`src/rtl/riscv_pkg.sv`:
```
`default_nettype none
// ============================================================================
// Module      : riscv_pkg
// Description : Shared funct3 codes, data-memory FSM states and request check.
// Revision    : 1.0 - initial release
// ============================================================================
package riscv_pkg;

    localparam logic [2:0] F3_B  = 3'b000;
    localparam logic [2:0] F3_H  = 3'b001;
    localparam logic [2:0] F3_W  = 3'b010;
    localparam logic [2:0] F3_BU = 3'b100;
    localparam logic [2:0] F3_HU = 3'b101;

    typedef enum logic [1:0] {
        IDLE = 2'd0,
        WAIT = 2'd1,
        RESP = 2'd2
    } dmem_state_t;

    // Unsigned sizes exist only for loads; everything else unlisted is illegal.
    function automatic logic dmemReqErr(input logic we, input logic [2:0] funct3,
                                        input logic [1:0] addrLo);
        logic legal;
        logic aligned;
        legal   = 1'b1;
        aligned = 1'b1;
        case (funct3)
            F3_B:    ;
            F3_H:    aligned = ~addrLo[0];
            F3_W:    aligned = (addrLo == 2'b00);
            F3_BU:   legal   = ~we;
            F3_HU: begin
                legal   = ~we;
                aligned = ~addrLo[0];
            end
            default: legal = 1'b0;
        endcase
        return ~(legal & aligned);
    endfunction

endpackage
`default_nettype wire

```
`src/rtl/dmem_lane_align.sv`:
```
`default_nettype none
// ============================================================================
// Module      : dmem_lane_align
// Description : Byte-lane steering: store enables/replication, load extraction.
// Revision    : 1.0 - initial release
// ============================================================================
module dmem_lane_align
    import riscv_pkg::*;
(
    input  logic [1:0]  i_addrLo,
    input  logic [2:0]  i_funct3,
    input  logic [31:0] i_wdata,
    input  logic [31:0] i_rword,
    output logic [3:0]  o_byteEn,
    output logic [31:0] o_wdataRep,
    output logic [31:0] o_rdata
);

    logic [31:0] w_shifted;

    assign w_shifted = i_rword >> {i_addrLo, 3'b000};

    always_comb begin
        o_byteEn   = 4'b0000;
        o_wdataRep = i_wdata;
        o_rdata    = 32'h0000_0000;
        case (i_funct3)
            F3_B: begin
                o_byteEn   = 4'b0001 << i_addrLo;
                o_wdataRep = {4{i_wdata[7:0]}};
                o_rdata    = {{24{w_shifted[7]}}, w_shifted[7:0]};
            end
            F3_BU: begin
                o_byteEn   = 4'b0001 << i_addrLo;
                o_wdataRep = {4{i_wdata[7:0]}};
                o_rdata    = {24'h00_0000, w_shifted[7:0]};
            end
            F3_H: begin
                o_byteEn   = 4'b0011 << {i_addrLo[1], 1'b0};
                o_wdataRep = {2{i_wdata[15:0]}};
                o_rdata    = {{16{w_shifted[15]}}, w_shifted[15:0]};
            end
            F3_HU: begin
                o_byteEn   = 4'b0011 << {i_addrLo[1], 1'b0};
                o_wdataRep = {2{i_wdata[15:0]}};
                o_rdata    = {16'h0000, w_shifted[15:0]};
            end
            F3_W: begin
                o_byteEn = 4'b1111;
                o_rdata  = i_rword;
            end
            default: ;
        endcase
    end

endmodule
`default_nettype wire

```
`src/rtl/dmem_responder.sv`:
```
`default_nettype none
// ============================================================================
// Module      : dmem_responder
// Description : Valid/ready data-memory responder with programmable wait states.
// Revision    : 1.0 - initial release
// ============================================================================
module dmem_responder
    import riscv_pkg::*;
#(
    parameter int DEPTH_WORDS = 64,
    parameter int WAIT_CYCLES = 1
) (
    input  logic        clk,
    input  logic        reset,
    input  logic        req_valid,
    output logic        req_ready,
    input  logic        req_we,
    input  logic [2:0]  req_funct3,
    input  logic [31:0] req_addr,
    input  logic [31:0] req_wdata,
    output logic        rsp_valid,
    output logic [31:0] rsp_rdata,
    output logic        rsp_err
);

    localparam int         c_IDX_W     = $clog2(DEPTH_WORDS);
    localparam int         c_ADR_W     = c_IDX_W + 2;
    localparam logic [3:0] c_WAIT_INIT = (WAIT_CYCLES > 0) ? 4'(WAIT_CYCLES - 1) : 4'd0;

    dmem_state_t        r_state;
    logic [3:0]         r_waitCnt;
    logic               r_we;
    logic [2:0]         r_funct3;
    logic [c_ADR_W-1:0] r_addr;
    logic [31:0]        r_wdata;
    logic [31:0]        r_mem [DEPTH_WORDS];

    logic               w_fromInputs;
    logic               w_opWe;
    logic [2:0]         w_opF3;
    logic [c_ADR_W-1:0] w_opAddr;
    logic [31:0]        w_opWdata;
    logic [c_IDX_W-1:0] w_idx;
    logic               w_err;
    logic               w_enterResp;
    logic               w_memWrite;
    logic [3:0]         w_byteEn;
    logic [31:0]        w_wdataRep;
    logic [31:0]        w_loadData;
    logic [31:0]        w_rspData;
    logic               w_unusedAddr;

    // With zero wait states the operation completes straight from the request inputs.
    assign w_fromInputs = (r_state == IDLE);
    assign w_opWe       = w_fromInputs ? req_we                  : r_we;
    assign w_opF3       = w_fromInputs ? req_funct3              : r_funct3;
    assign w_opAddr     = w_fromInputs ? req_addr[c_ADR_W-1:0]   : r_addr;
    assign w_opWdata    = w_fromInputs ? req_wdata               : r_wdata;
    assign w_idx        = w_opAddr[c_ADR_W-1:2];
    assign w_err        = dmemReqErr(w_opWe, w_opF3, w_opAddr[1:0]);

    assign w_enterResp  = ((r_state == IDLE) && req_valid && (WAIT_CYCLES == 0)) ||
                          ((r_state == WAIT) && (r_waitCnt == 4'd0));
    assign w_memWrite   = w_enterResp && !reset && w_opWe && !w_err;
    assign w_rspData    = (w_opWe || w_err) ? 32'h0000_0000 : w_loadData;
    assign w_unusedAddr = &{1'b0, req_addr[31:c_ADR_W]};

    dmem_lane_align u_laneAlign (
        .i_addrLo   (w_opAddr[1:0]),
        .i_funct3   (w_opF3),
        .i_wdata    (w_opWdata),
        .i_rword    (r_mem[w_idx]),
        .o_byteEn   (w_byteEn),
        .o_wdataRep (w_wdataRep),
        .o_rdata    (w_loadData)
    );

    always_ff @(posedge clk or posedge reset) begin
        if (reset) begin
            r_state   <= IDLE;
            r_waitCnt <= 4'd0;
            r_we      <= 1'b0;
            r_funct3  <= 3'b000;
            r_addr    <= '0;
            r_wdata   <= 32'h0000_0000;
            req_ready <= 1'b1;
            rsp_valid <= 1'b0;
            rsp_rdata <= 32'h0000_0000;
            rsp_err   <= 1'b0;
        end else begin
            rsp_valid <= 1'b0;
            rsp_rdata <= 32'h0000_0000;
            rsp_err   <= 1'b0;
            if (w_enterResp) begin
                rsp_valid <= 1'b1;
                rsp_rdata <= w_rspData;
                rsp_err   <= w_err;
            end
            case (r_state)
                IDLE: begin
                    if (req_valid) begin
                        r_we      <= req_we;
                        r_funct3  <= req_funct3;
                        r_addr    <= req_addr[c_ADR_W-1:0];
                        r_wdata   <= req_wdata;
                        req_ready <= 1'b0;
                        if (WAIT_CYCLES == 0) begin
                            r_state <= RESP;
                        end else begin
                            r_state   <= WAIT;
                            r_waitCnt <= c_WAIT_INIT;
                        end
                    end
                end
                WAIT: begin
                    if (r_waitCnt == 4'd0) begin
                        r_state <= RESP;
                    end else begin
                        r_waitCnt <= r_waitCnt - 4'd1;
                    end
                end
                RESP: begin
                    r_state   <= IDLE;
                    req_ready <= 1'b1;
                end
                default: begin
                    r_state   <= IDLE;
                    req_ready <= 1'b1;
                end
            endcase
        end
    end

    // Storage is deliberately not reset so contents survive a core reset.
    always_ff @(posedge clk) begin
        if (w_memWrite) begin
            for (int b = 0; b < 4; b++) begin
                if (w_byteEn[b]) begin
                    r_mem[w_idx][8*b +: 8] <= w_wdataRep[8*b +: 8];
                end
            end
        end
    end

endmodule
`default_nettype wire
```
`config.mk`:
```
export PLATFORM = sky130hd
export DESIGN_NAME = dmem_responder
export DESIGN_NICKNAME = d
export VERILOG_FILES = /design/src/rtl/riscv_pkg.sv /design/src/rtl/dmem_lane_align.sv /design/src/rtl/dmem_responder.sv
export SDC_FILE = /design/constraint.sdc
export NUM_CORES = 2
export LEC_CHECK = 0
export ABC_CLOCK_PERIOD_IN_PS = 10930
export BUFFER_PORTS_ARGS = -buffer_cell sky130_fd_sc_hd__buf_2
export CORE_UTILIZATION = 50
export CTS_CLUSTER_DIAMETER = 150
export DETAILED_ROUTE_END_ITERATION = 6
export PLACE_DENSITY = 0.75
export SLEW_MARGIN = 20
export SYNTH_ARGS = -nofsm -noshare
export SYNTH_HDL_FRONTEND = slang
export SYNTH_SLANG_ARGS = --single-unit
```
`constraint.sdc`:
```
create_clock -name clk -period 10.93 [get_ports clk]
set_input_delay 0.5465 -clock clk [delete_from_list [all_inputs] [get_ports clk]]
set_output_delay 0.5465 -clock clk [all_outputs]
set_load 0.05 [all_outputs]
```
==> flow_metrics.env <==
export IMPL_area_delta_synth_final_pct=12.95
export IMPL_worstSetupEndpointType="flip-flop"
export IMPL_clk_latency_ns=0.83
export IMPL_grt_busiest_layer="met2"
export IMPL_power_switching_fraction_pct=40.69
export IMPL_synth_warnings=0
export IMPL_detailed_place_hpwl_mm=130.9
export IMPL_post_drt_wl_per_cell_um=30.86
export IMPL_finalSetupViolations=0
export IMPL_finalSetupTns_ns=0
export IMPL_final_setup_worst_slack_ns=4.711
export IMPL_grt_overflow_total=0
export IMPL_violations="DRC"
export IMPL_nets=5457
export IMPL_routed_via_count=52580
export IMPL_maxClockFrequency_ghz=0.1608
export IMPL_preCtsSetupSlack_ns=5.008
export IMPL_seq_power_share_pct=39.4
export IMPL_timing_hold_worst_start="req_addr[3]"
export IMPL_clock_power_share_pct=21.9
export IMPL_maxCapViolations=0
export IMPL_layout_cells_most_common="sky130_fd_sc_hd__edfxtp_1"
export IMPL_tightestPinTransition_ns=1.235
export IMPL_drt_wl_total_mm=237.8
export IMPL_worst_ir_drop_vdd_v=0.0004164
export IMPL_power_leakage_nw=29.13
export IMPL_first_pass_grt_wire_length_mm=339.3
export IMPL_dpl_instance_area_um2=85000
export IMPL_finClkSkew_ns=0.02596
export IMPL_grt_start_max_net_pins=120
export IMPL_globalRouteTotalUtil_pct=28.59
export IMPL_dieArea_um2=163500
export IMPL_synth_enable_flop_cells=2048
export IMPL_initialDrtViolationCount=9035
export IMPL_antenna_violating_nets_post_route=0
export IMPL_die_h_um=404.3
export IMPL_multi_input_comb_area_um2=15980
export IMPL_grt_met2_usage_pct=44.30
export IMPL_fillers=11670
export IMPL_rsz0062_at_grt="no"
export IMPL_slew_violations=0
export IMPL_synth_async_reset_ratio_pct=3.985
export IMPL_h_tree_depth=4
export IMPL_run_status="finished with violations"
export IMPL_timing_critical_path_required_ns=11.59
export IMPL_synthesis_area_um2=80940
export IMPL_cts_inserted_buffers=191
export IMPL_clkSinkCount=2133
export IMPL_grt_antenna_before_repair=15
export IMPL_synth_largest_area_cell="sky130_fd_sc_hd__edfxtp_1"
export IMPL_yosys_top_cells_area="sky130_fd_sc_hd__edfxtp_1 (76%), sky130_fd_sc_hd__o22ai_1 (5.6%), sky130_fd_sc_hd__nor3_1 (2.7%), sky130_fd_sc_hd__dfrtp_1 (2.6%), sky130_fd_sc_hd__nand2_1 (2.3%)"
export IMPL_timing_critical_path_fanout_max=51
export IMPL_die_w_um=404.3
export IMPL_drcViolationCount=8
export IMPL_grt_pass1_vias=50150
export IMPL_finish_instance_area_um2=91410
export IMPL_io_port_bufs=81
export IMPL_clock_tree_buffer_depth=3
export IMPL_layout_area_seq_um2=63630
export IMPL_power_net_switching_mw=11.99
export IMPL_pwr_density_cell_nw_per_um2=322.3
export IMPL_synth_net_count=5250
export IMPL_firstDrtPassIters=7
export IMPL_global_route_met1_usage_pct=36.73
export IMPL_setup_worst_path_class="flip-flop to flip-flop"
export IMPL_fp_row_count=147
export IMPL_relative_slew_slack_pct=16.93
export IMPL_crit_path_start_kind="flip-flop"
export IMPL_core_um2=160600
export IMPL_timing_final_hold_violations=0
export IMPL_layout_cells_most_common_list="sky130_fd_sc_hd__edfxtp_1 (2048), sky130_fd_sc_hd__o22ai_1 (728), sky130_fd_sc_hd__nand2_1 (472)"
export IMPL_cts_reportedPaths_clkPinSlew_ns=0.07
export IMPL_layout_drive_gt1_share_pct=13.51
export IMPL_internal_power_mw=17.48
export IMPL_synth_sequential_area_ratio_pct=78.62
export IMPL_synth_cell_types=90
export IMPL_timing_final_crit_period_ns=6.219
export IMPL_postSynthRegisterBits=2133
export IMPL_syn_avg_cell_area_um2=15.63
export IMPL_final_core_util_pct=56.93
export IMPL_initial_core_utilization_pct=50.41
export IMPL_r2r_start="r_state[0]$_DFFE_PP0P_"
export IMPL_final_cell_count_no_fill=7707
export IMPL_power_share_combinational_pct=38.7
export IMPL_dr_vias_cell=6.822
export IMPL_post_place_cells=7309
export IMPL_post_cts_resize_count=0
export IMPL_layout_worst_path_cycle_share_pct=56.90
export IMPL_top_level_i_o_count=106
export IMPL_ys_dominant_reg_cell="sky130_fd_sc_hd__edfxtp_1"
export IMPL_finalWeightedCongestion=0.9008
export IMPL_synthCells=5177
export IMPL_tritoncts="done"
export IMPL_worstSetupStartpoint="r_state[0]$_DFFE_PP0P_"
export IMPL_hp_class="input pin to flip-flop"
export IMPL_global_route_usage_met3_pct=8.848
export IMPL_synth_top_area_share_pct=75.99
export IMPL_cp_arrival_ns=6.88
export IMPL_clk_tree_root_cell="sky130_fd_sc_hd__clkbuf_16"
==> cell type report <==
type	count	area share, %
clock inverter	106	0.9362
sequential	2133	69.60
inverter	10	0.04380
antenna	12	0.03285
timing repair buffer	410	3.384
tap	2160	2.956
clock buffer	238	5.560
multi-input combinational	2638	17.48
==> registers in the layout, indices dropped and copies added (netlist names) <==
name,flops
r_mem,2048
r_wdata,32
r_waitCnt,4
r_funct3,3
rsp_rdata,32
rsp_err,1
rsp_valid,1
r_we,1
r_addr,8
req_ready,1
r_state,2
==> repair_timing <==
item                                    CTS  global route
hold buffers                             42             0
setup buffers                             0             0
hold endpoints to repair                 85             0
endpoints found under the setup margin    0             0
==> worst max-delay path, stage by stage, from the launching register on <==
cell and delay, ns:
sky130_fd_sc_hd__dfrtp_1 0.57, sky130_fd_sc_hd__nor2_4 0.54, sky130_fd_sc_hd__buf_4 0.66, sky130_fd_sc_hd__mux2i_4 0.32, sky130_fd_sc_hd__buf_4 0.45, sky130_fd_sc_hd__nand2_2 0.66, sky130_fd_sc_hd__buf_4 0.57, sky130_fd_sc_hd__nor3_1 0.46
sky130_fd_sc_hd__nor4_1 0.12, sky130_fd_sc_hd__buf_4 0.19, sky130_fd_sc_hd__nand3_1 0.11, sky130_fd_sc_hd__o211ai_1 0.13, sky130_fd_sc_hd__a32oi_2 0.91, sky130_fd_sc_hd__o21ai_0 0.23
==> per-layer routing <==
layer | up-vias | part of all wire, %
li1 | 21340 | -
met1 | 26080 | 34
met2 | 4410 | 46
met3 | 728 | 15
met4 | 14 | 5.0
met5 | - | 0.039
==> final timing paths <==
path | cells past startpoint | end | slack [ns]
min | 3 | r_addr[3]$_DFFE_PP0P_ | 0.04
max in group asynchronous | 4 | rsp_err$_DFF_PP0_ | 9.37
min reg2reg | 2 | r_wdata[15]$_DFFE_PP0P_ | 0.48
max reg2reg | 13 | rsp_rdata[19]$_DFF_PP0_ | 4.71
min in group asynchronous | 3 | r_funct3[0]$_DFFE_PP0P_ | 0.42
max | 13 | rsp_rdata[19]$_DFF_PP0_ | 4.71
==> stage by stage <==
stage	hold WS [ns]	power, mW
2_1_floorplan	0.4450	18.02
3_3_place_gp	0.4634	22.31
3_5_place_dp	0.4627	22.62
4_1_cts	0.007583	28.97
5_1_grt	0.05433	30.00
6_report	0.03993	29.47
==> power groups by stage <==
stage	registers, mW	clock network [mW]	logic (mW)
floorplan	12.0	0	5.98
global placement	11.8	0	10.6
detailed placement	11.8	0	10.9
CTS	11.6	6.45	10.9
global route	11.6	6.75	11.6
finish	11.6	6.45	11.4
==> cell usage after synthesis, drive strengths merged, types with 28 or more instances <==
master  number
a31oi       59
o21ai       59
edfxtp    2048
nor3       440
a32oi       28
nand3       94
o221ai     128
o22a        30
mux2i       68
nor4        76
dfrtp       84
o22ai      729
buf        259
nor2       161
nand2      493
a21oi       71
clkbuf     137
==> logic make-up (layout without fill, tap and decap cells) <==
logic type | count (synthesis) | count (layout) | synth area share [%]
adder cells (fa/ha/maj) | 2 | 2 | 0.03091
other | 0 | 12 | 0
flip-flops | 2133 | 2133 | 78.62
AND/OR/NAND/NOR | 1351 | 1351 | 7.792
multiplexers | 76 | 76 | 0.9724
AO/OA/AOI/OAI | 1207 | 1207 | 10.09
buffers and inverters | 406 | 764 | 2.481
XOR/XNOR | 2 | 2 | 0.02165
Power figures use the tool's default switching activity.
